## config.mk

```make
export PLATFORM = sky130hd
export DESIGN_NAME = xy_router_rr_flat
export DESIGN_NICKNAME = d
export VERILOG_FILES = /design/src/rtl/xy_router_rr_if.sv /design/src/rtl/xy_router_rr.sv /design/src/flat_wrapper.sv
export SDC_FILE = /design/constraint.sdc
export NUM_CORES = 1
export LEC_CHECK = 0
export CAP_MARGIN = 10
export CELL_PAD_IN_SITES_DETAIL_PLACEMENT = 1
export CELL_PAD_IN_SITES_GLOBAL_PLACEMENT = 1
export CORE_UTILIZATION = 30
export CTS_BUF_LIST = sky130_fd_sc_hd__clkbuf_4
export DETAILED_ROUTE_END_ITERATION = 10
export PLACE_DENSITY_LB_ADDON = 0.25
export SLEW_MARGIN = 30
export SYNTH_ARGS = -nofsm -noshare
export SYNTH_HDL_FRONTEND = slang
export SYNTH_SLANG_ARGS = --single-unit
```

## constraint.sdc

```tcl
create_clock -name clk_i -period 8.6 [get_ports clk_i]
set_input_delay 0.86 -clock clk_i [delete_from_list [all_inputs] [get_ports clk_i]]
set_output_delay 0.86 -clock clk_i [all_outputs]
set_load 0.01 [all_outputs]
```

## src/rtl/xy_router_rr_if.sv

```systemverilog
`default_nettype none
// ============================================================================
// Module   : xy_router_rr_if
// Brief    : Valid/ready packet bundle plus status outputs of one XY router.
// Revision : 1.0 - initial release
// ============================================================================
interface xy_router_rr_if #(
   parameter int PORT_N    = 5,
   parameter int PCKT_W    = 12,
   parameter int ERR_CNT_W = 8
);
   logic [PORT_N*PCKT_W-1:0] in_pckt_i;
   logic [PORT_N-1:0]        in_valid_i;
   logic [PORT_N-1:0]        in_ready_o;
   logic [PORT_N*PCKT_W-1:0] out_pckt_o;
   logic [PORT_N-1:0]        out_valid_o;
   logic [PORT_N-1:0]        out_ready_i;
   logic [PORT_N-1:0]        ovrflw_o;
   logic [ERR_CNT_W-1:0]     drop_cnt_o;

   modport slave (
      input  in_pckt_i, in_valid_i, out_ready_i,
      output in_ready_o, out_pckt_o, out_valid_o, ovrflw_o, drop_cnt_o
   );

   modport master (
      output in_pckt_i, in_valid_i, out_ready_i,
      input  in_ready_o, out_pckt_o, out_valid_o, ovrflw_o, drop_cnt_o
   );
endinterface
`default_nettype wire

```

## src/rtl/xy_router_rr.sv

```systemverilog
`default_nettype none
// ============================================================================
// Module   : xy_router_rr
// Brief    : Buffered XY mesh router, per-input FIFOs, round-robin outputs.
// Revision : 1.0 - initial release
// ============================================================================
module xy_router_rr #(
   parameter int ROW_N        = 3,
   parameter int COL_M        = 3,
   parameter int ROW_CORD     = 0,
   parameter int COL_CORD     = 0,
   parameter int PCKT_DATA_W  = 8,
   parameter int FIFO_DEPTH_W = 2,
   parameter int PORT_N       = 5,
   parameter int ERR_CNT_W    = 8
) (
   input wire           clk_i,
   input wire           rst_ni,
   xy_router_rr_if.slave bus
);
   localparam int RA_W    = $clog2(ROW_N);
   localparam int CA_W    = $clog2(COL_M);
   localparam int PCKT_W  = PCKT_DATA_W + CA_W + RA_W;
   localparam int c_DEPTH = 2**FIFO_DEPTH_W;
   localparam int c_PTR_W = $clog2(PORT_N);
   localparam int c_SUM_W = ERR_CNT_W + c_PTR_W + 1;

   localparam logic [FIFO_DEPTH_W:0] c_FULL      = (FIFO_DEPTH_W+1)'(c_DEPTH);
   localparam logic [CA_W:0]         c_COL_M     = (CA_W+1)'(COL_M);
   localparam logic [RA_W:0]         c_ROW_N     = (RA_W+1)'(ROW_N);
   localparam logic [CA_W:0]         c_COL_CORD  = (CA_W+1)'(COL_CORD);
   localparam logic [RA_W:0]         c_ROW_CORD  = (RA_W+1)'(ROW_CORD);
   localparam logic [ERR_CNT_W-1:0]  c_CNT_MAX   = {ERR_CNT_W{1'b1}};
   localparam logic [c_PTR_W-1:0]    c_LOCAL     = c_PTR_W'(0);
   localparam logic [c_PTR_W-1:0]    c_LEFT      = c_PTR_W'(1);
   localparam logic [c_PTR_W-1:0]    c_UP        = c_PTR_W'(2);
   localparam logic [c_PTR_W-1:0]    c_RIGHT     = c_PTR_W'(3);
   localparam logic [c_PTR_W-1:0]    c_DOWN      = c_PTR_W'(4);
   localparam logic [c_PTR_W-1:0]    c_LAST_PORT = c_PTR_W'(PORT_N-1);

   logic [PCKT_W-1:0]       r_mem      [PORT_N][c_DEPTH];
   logic [FIFO_DEPTH_W-1:0] r_wptr     [PORT_N];
   logic [FIFO_DEPTH_W-1:0] r_rptr     [PORT_N];
   logic [FIFO_DEPTH_W:0]   r_cnt      [PORT_N];
   logic [PORT_N-1:0]       r_ovrflw;
   logic [ERR_CNT_W-1:0]    r_drop_cnt;
   logic [PCKT_W-1:0]       r_out_pckt [PORT_N];
   logic [PORT_N-1:0]       r_out_valid;
   logic [c_PTR_W-1:0]      r_rr_ptr   [PORT_N];

   logic [PORT_N-1:0]        w_full;
   logic [PORT_N-1:0]        w_empty;
   logic [PORT_N-1:0]        w_push;
   logic [PORT_N-1:0]        w_pop;
   logic [PORT_N-1:0]        w_drop;
   logic [PCKT_W-1:0]        w_head     [PORT_N];
   logic [c_PTR_W-1:0]       w_dst      [PORT_N];
   logic [PORT_N-1:0]        w_req      [PORT_N];
   logic [PORT_N-1:0]        w_load;
   logic [PORT_N-1:0]        w_gnt_vld;
   logic [c_PTR_W-1:0]       w_gnt_idx  [PORT_N];
   logic [c_SUM_W-1:0]       w_drop_sum;
   logic [c_SUM_W-1:0]       w_cnt_sum;
   logic [ERR_CNT_W-1:0]     w_drop_nxt;
   logic [PORT_N*PCKT_W-1:0] w_out_flat;

   // First requester at or after ptr, scanning upward modulo PORT_N; {valid, index}.
   function automatic logic [c_PTR_W:0] rr_pick(input logic [PORT_N-1:0]  req,
                                                 input logic [c_PTR_W-1:0] ptr);
      logic [c_PTR_W:0] res;
      int               idx;
      res = '0;
      for (int k = PORT_N-1; k >= 0; k--) begin
         idx = (int'(ptr) + k) % PORT_N;
         if (req[c_PTR_W'(idx)]) res = {1'b1, c_PTR_W'(idx)};
      end
      return res;
   endfunction

   always_comb begin
      for (int p = 0; p < PORT_N; p++) begin
         w_full[p]  = (r_cnt[p] == c_FULL);
         w_empty[p] = (r_cnt[p] == '0);
         w_push[p]  = bus.in_valid_i[p] && !w_full[p];
         w_head[p]  = r_mem[p][r_rptr[p]];
      end
   end

   // Column resolved before row; out-of-mesh heads are flagged for drop instead.
   always_comb begin
      for (int p = 0; p < PORT_N; p++) begin
         logic [CA_W:0] v_col;
         logic [RA_W:0] v_row;
         v_col     = {1'b0, w_head[p][PCKT_DATA_W +: CA_W]};
         v_row     = {1'b0, w_head[p][PCKT_DATA_W+CA_W +: RA_W]};
         w_drop[p] = 1'b0;
         w_dst[p]  = c_LOCAL;
         if (v_col >= c_COL_M || v_row >= c_ROW_N) begin
            w_drop[p] = !w_empty[p];
         end else if (v_col < c_COL_CORD) begin
            w_dst[p] = c_LEFT;
         end else if (v_col > c_COL_CORD) begin
            w_dst[p] = c_RIGHT;
         end else if (v_row < c_ROW_CORD) begin
            w_dst[p] = c_UP;
         end else if (v_row > c_ROW_CORD) begin
            w_dst[p] = c_DOWN;
         end
      end
   end

   always_comb begin
      for (int o = 0; o < PORT_N; o++) begin
         logic [c_PTR_W:0] v_pick;
         for (int p = 0; p < PORT_N; p++) begin
            w_req[o][p] = !w_empty[p] && !w_drop[p] && (w_dst[p] == c_PTR_W'(o));
         end
         w_load[o]    = !r_out_valid[o] || bus.out_ready_i[o];
         v_pick       = rr_pick(w_req[o], r_rr_ptr[o]);
         w_gnt_vld[o] = v_pick[c_PTR_W];
         w_gnt_idx[o] = v_pick[c_PTR_W-1:0];
      end
   end

   always_comb begin
      for (int p = 0; p < PORT_N; p++) begin
         w_pop[p] = w_drop[p];
         for (int o = 0; o < PORT_N; o++) begin
            if (w_load[o] && w_gnt_vld[o] && w_gnt_idx[o] == c_PTR_W'(p)) w_pop[p] = 1'b1;
         end
      end
   end

   always_comb begin
      w_drop_sum = '0;
      for (int p = 0; p < PORT_N; p++) begin
         w_drop_sum = w_drop_sum + c_SUM_W'(w_drop[p]);
      end
      w_cnt_sum  = c_SUM_W'(r_drop_cnt) + w_drop_sum;
      w_drop_nxt = (w_cnt_sum > c_SUM_W'(c_CNT_MAX)) ? c_CNT_MAX : w_cnt_sum[ERR_CNT_W-1:0];
   end

   // Payload storage carries no reset; occupancy alone decides what is valid.
   always_ff @(posedge clk_i) begin
      for (int p = 0; p < PORT_N; p++) begin
         if (w_push[p]) r_mem[p][r_wptr[p]] <= bus.in_pckt_i[p*PCKT_W +: PCKT_W];
      end
   end

   always_ff @(posedge clk_i or negedge rst_ni) begin
      if (!rst_ni) begin
         for (int p = 0; p < PORT_N; p++) begin
            r_wptr[p] <= '0;
            r_rptr[p] <= '0;
            r_cnt[p]  <= '0;
         end
         r_ovrflw   <= '0;
         r_drop_cnt <= '0;
      end else begin
         for (int p = 0; p < PORT_N; p++) begin
            if (w_push[p]) r_wptr[p] <= r_wptr[p] + FIFO_DEPTH_W'(1);
            if (w_pop[p])  r_rptr[p] <= r_rptr[p] + FIFO_DEPTH_W'(1);
            case ({w_push[p], w_pop[p]})
               2'b10:   r_cnt[p] <= r_cnt[p] + (FIFO_DEPTH_W+1)'(1);
               2'b01:   r_cnt[p] <= r_cnt[p] - (FIFO_DEPTH_W+1)'(1);
               default: r_cnt[p] <= r_cnt[p];
            endcase
         end
         r_ovrflw   <= r_ovrflw | (bus.in_valid_i & w_full);
         r_drop_cnt <= w_drop_nxt;
      end
   end

   always_ff @(posedge clk_i or negedge rst_ni) begin
      if (!rst_ni) begin
         for (int o = 0; o < PORT_N; o++) begin
            r_out_pckt[o] <= '0;
            r_rr_ptr[o]   <= '0;
         end
         r_out_valid <= '0;
      end else begin
         for (int o = 0; o < PORT_N; o++) begin
            if (w_load[o]) begin
               r_out_valid[o] <= w_gnt_vld[o];
               if (w_gnt_vld[o]) begin
                  r_out_pckt[o] <= w_head[w_gnt_idx[o]];
                  r_rr_ptr[o]   <= (w_gnt_idx[o] == c_LAST_PORT) ? '0
                                   : w_gnt_idx[o] + c_PTR_W'(1);
               end
            end
         end
      end
   end

   always_comb begin
      w_out_flat = '0;
      for (int o = 0; o < PORT_N; o++) begin
         w_out_flat[o*PCKT_W +: PCKT_W] = r_out_pckt[o];
      end
   end

   assign bus.in_ready_o  = ~w_full;
   assign bus.out_pckt_o  = w_out_flat;
   assign bus.out_valid_o = r_out_valid;
   assign bus.ovrflw_o    = r_ovrflw;
   assign bus.drop_cnt_o  = r_drop_cnt;

endmodule
`default_nettype wire

```

## src/flat_wrapper.sv

```systemverilog
// flat-port wrapper written by rule: the top's interface ports become plain ports
module xy_router_rr_flat 
#(
   parameter int ROW_N        = 3,
   parameter int COL_M        = 3,
   parameter int ROW_CORD     = 0,
   parameter int COL_CORD     = 0,
   parameter int PCKT_DATA_W  = 8,
   parameter int FIFO_DEPTH_W = 2,
   parameter int PORT_N       = 5,
   parameter int ERR_CNT_W    = 8
)
  (clk_i, rst_ni, bus_in_pckt_i, bus_in_valid_i, bus_out_ready_i, bus_in_ready_o, bus_out_pckt_o, bus_out_valid_o, bus_ovrflw_o, bus_drop_cnt_o);
  xy_router_rr_if #(.PORT_N(PORT_N), .PCKT_W((12)), .ERR_CNT_W(ERR_CNT_W)) bus_i ();
  input wire clk_i;
  input wire rst_ni;
  input wire logic [$bits(bus_i.in_pckt_i)-1:0] bus_in_pckt_i;
  input wire logic [$bits(bus_i.in_valid_i)-1:0] bus_in_valid_i;
  input wire logic [$bits(bus_i.out_ready_i)-1:0] bus_out_ready_i;
  output wire logic [$bits(bus_i.in_ready_o)-1:0] bus_in_ready_o;
  output wire logic [$bits(bus_i.out_pckt_o)-1:0] bus_out_pckt_o;
  output wire logic [$bits(bus_i.out_valid_o)-1:0] bus_out_valid_o;
  output wire logic [$bits(bus_i.ovrflw_o)-1:0] bus_ovrflw_o;
  output wire logic [$bits(bus_i.drop_cnt_o)-1:0] bus_drop_cnt_o;
  assign bus_i.in_pckt_i = bus_in_pckt_i;
  assign bus_i.in_valid_i = bus_in_valid_i;
  assign bus_i.out_ready_i = bus_out_ready_i;
  assign bus_in_ready_o = bus_i.in_ready_o;
  assign bus_out_pckt_o = bus_i.out_pckt_o;
  assign bus_out_valid_o = bus_i.out_valid_o;
  assign bus_ovrflw_o = bus_i.ovrflw_o;
  assign bus_drop_cnt_o = bus_i.drop_cnt_o;
  xy_router_rr #(.ROW_N(ROW_N), .COL_M(COL_M), .ROW_CORD(ROW_CORD), .COL_CORD(COL_CORD), .PCKT_DATA_W(PCKT_DATA_W), .FIFO_DEPTH_W(FIFO_DEPTH_W), .PORT_N(PORT_N), .ERR_CNT_W(ERR_CNT_W)) u_core (.clk_i(clk_i), .rst_ni(rst_ni), .bus(bus_i));
endmodule
```

==> out/metrics.cfg <==
[yosys]
synth_area_leaders = edfxtp_1, dfrtp_1, mux4_2
synth_common_cells = edfxtp_1, ha_1, nand2_1, nor2_1, dfrtp_1
synth_cell_types = 103
synthesis.area_um2 = 20400
ys_seq_elements = 336
ys_warn_count = 0
synth_top_area_share_pct = 35.3
synth_ff_type = edfxtp_1
syn_inst = 1728
ys_async_sr_fraction_pct = 28.6
seq_area_frac_synth_pct = 47.1
syn_avg_cell_area_um2 = 11.8
synth_edf_count = 240
yosysTopAreaCell = edfxtp_1
synth_most_common_cell = edfxtp_1

[cts]
cts-root-buf = clkbuf_4
cts_tree = done
insertion_delay_ns = 0.80
cts_buffers = 88
ctsResizeCount = 0
post_cts_buffers = 0
clk_pin_slew_ns = 0.07
clock-sinks = 336
h-tree-depth = 3
clockBufferDepth = 3
cts_hold_buf = 0

[setup_path]
cp_slowest_stage_delay_ns = 0.41
endpoint_kind = register
critPathKind = register to register
crit_required_ns = 9.29
cpMaxStageDelayCell = ha_1
rrSetupSlack_ns = 1.40
worst_r2r_endpoint = u_core.r_cnt[2]$_DFFE_PN0P_
rr_worst_depth = 29
worstPathArrival_ns = 7.89
crit_fanout = 14
r2r_start = u_core.r_rr_ptr[0]$_DFFE_PN0P_
start_kind = register

[final_layout]
nets = 2079
drive_gt1_share_pct = 16.1
area_delta_synth_final_pct = 16.0

[die]
die_h_um = 263
ioPinCount = 155
start_util_pct = 30.4
die-area_um2 = 69000
core_um2 = 67200
die_x_um = 263
rows = 95

[global_route]
grt_pass1_vias = 16000
grt_pass1_wl_um = 95600
antenna_found_initial = 4
grt_max_degree = 56
track_usage_pct = 17.9
gr-total-overflow = 0

[drt]
dr.pass1.iters = 5
drc = 0
viasPerCell = 5.32
routedWlPerCell_um = 21.8
wl_um = 61900
drtIter0Drc = 921
ant_nets = 0
vias = 15100

[sta]
clock_skew_ns = 0.0499
finalCritPeriodShare_pct = 83.7
final.setup.tns_ns = 0
setup_viol = 0
worst-slew-pin-transition_ns = 0.963
finalHoldViolations = 0
fmax_ghz = 0.139
period_minus_slack_ns = 7.20
max-slew-margin-rel_pct = 34.9
rsz0062_at_grt = no
drv_slew = 0

[placed_design]
port_buffers = 126
gp_congestion = 0.845
dp_hpwl_um = 45900

[worst_hold_path]
hold_class = input pin to async pin

[flow_run]
maxCapViolCount = 0

[status]
status = finished, final reports clean

[registers in the layout (all words and copies together) (netlist names)]
name,flops
u_core.bus.drop_cnt_o,8
u_core.bus.out_pckt_o,36
u_core.bus.out_valid_o,3
u_core.bus.ovrflw_o,5
u_core.r_cnt,15
u_core.r_mem,240
u_core.r_rptr,10
u_core.r_rr_ptr,9
u_core.r_wptr,10
[final cells by class]
| type | instances | area, µm² |
|---|---|---|
| Clock buffer | 130 | 976 |
| Fill cell | 7317 | 43500 |
| Antenna cell | 3 | 7.51 |
| Tap cell | 873 | 1090 |
| Multi-Input combinational cell | 1231 | 10000 |
| Inverter | 91 | 342 |
| Timing Repair Buffer | 148 | 1420 |
| Sequential cell | 336 | 9610 |
| Clock inverter | 28 | 199 |
[per-layer routing]
metal  vias to the layer above  share of wire (%)  GRT usage, %
li1                       6978                  -             -
met4                         4                2.2          6.39
met1                      7717                 44          22.7
met3                        89                3.5          2.46
met5                         -              0.044             0
met2                       324                 50          30.8
[per-stage QoR]
step	instance area [µm²]	instances	worst slack, ns	util [%]	hold WS (ns)
finish	23600	2840	1.40	35.2	0.112
floorplan	20500	1753	2.45	-	0.475
global route	23600	2840	0.899	35.2	0.0892
detailed placement	22500	2678	1.46	33.4	0.462
CTS	23600	2836	1.38	35.2	0.0414
global placement	22500	2678	1.67	33.4	0.458
[worst max-delay path: cells and delay by family, from the launching register on]
kind / cells / cell delay [ns]
AO/OA/AOI/OAI: 6 / 1.65
AND/OR/NAND/NOR: 6 / 1.28
flip-flops: 1 / 0.39
adder cells (fa/ha/maj): 7 / 2.02
buffers and inverters: 7 / 1.12
XOR/XNOR: 3 / 0.62
[worst max path at each step]
| stage | to | from | slack, ns | cells past startpoint |
|---|---|---|---|---|
| after floorplan | u_core.r_cnt[2]$_DFFE_PN0P_ | u_core.r_rr_ptr[0]$_DFFE_PN0P_ | 2.45 | 27 |
| after global placement | u_core.r_cnt[2]$_DFFE_PN0P_ | u_core.r_rr_ptr[0]$_DFFE_PN0P_ | 1.67 | 29 |
| after detailed placement | u_core.r_cnt[2]$_DFFE_PN0P_ | u_core.r_rr_ptr[0]$_DFFE_PN0P_ | 1.46 | 29 |
| after CTS | u_core.r_cnt[2]$_DFFE_PN0P_ | u_core.r_rr_ptr[0]$_DFFE_PN0P_ | 1.38 | 29 |
| after global routing | u_core.r_cnt[2]$_DFFE_PN0P_ | u_core.r_rr_ptr[0]$_DFFE_PN0P_ | 0.90 | 29 |
| final | u_core.r_cnt[2]$_DFFE_PN0P_ | u_core.r_rr_ptr[0]$_DFFE_PN0P_ | 1.40 | 29 |
[kinds of logic (layout without fill, tap and decap cells)]
kind of cell	count (synthesis)	count (layout)	share of synthesized area, %
compound gates	418	418	15.5
xor+xnor	67	67	2.88
fa+ha+maj	111	111	7.10
buf+inv	186	397	4.34
flops	336	336	47.1
mux	134	134	10.8
other cells	1	29	0.0184
simple gates	475	475	12.2
[layout by cell type, fill, tap and decap left out, drive strengths merged, types with 36 or more instances in the layout]
cell	synthesis	final
nand2	100	100
mux4	66	66
o21ai	51	51
inv	88	88
ha	103	103
clkbuf	33	130
a21oi	52	52
clkdlybuf4s50	0	125
nor2	101	101
edfxtp	240	240
xnor2	37	37
dfrtp	96	96
nor3	36	36
Power is left out: the tool's default activity adds up to more than one toggle a clock period on the data nets, which glitch-free logic cannot reach.
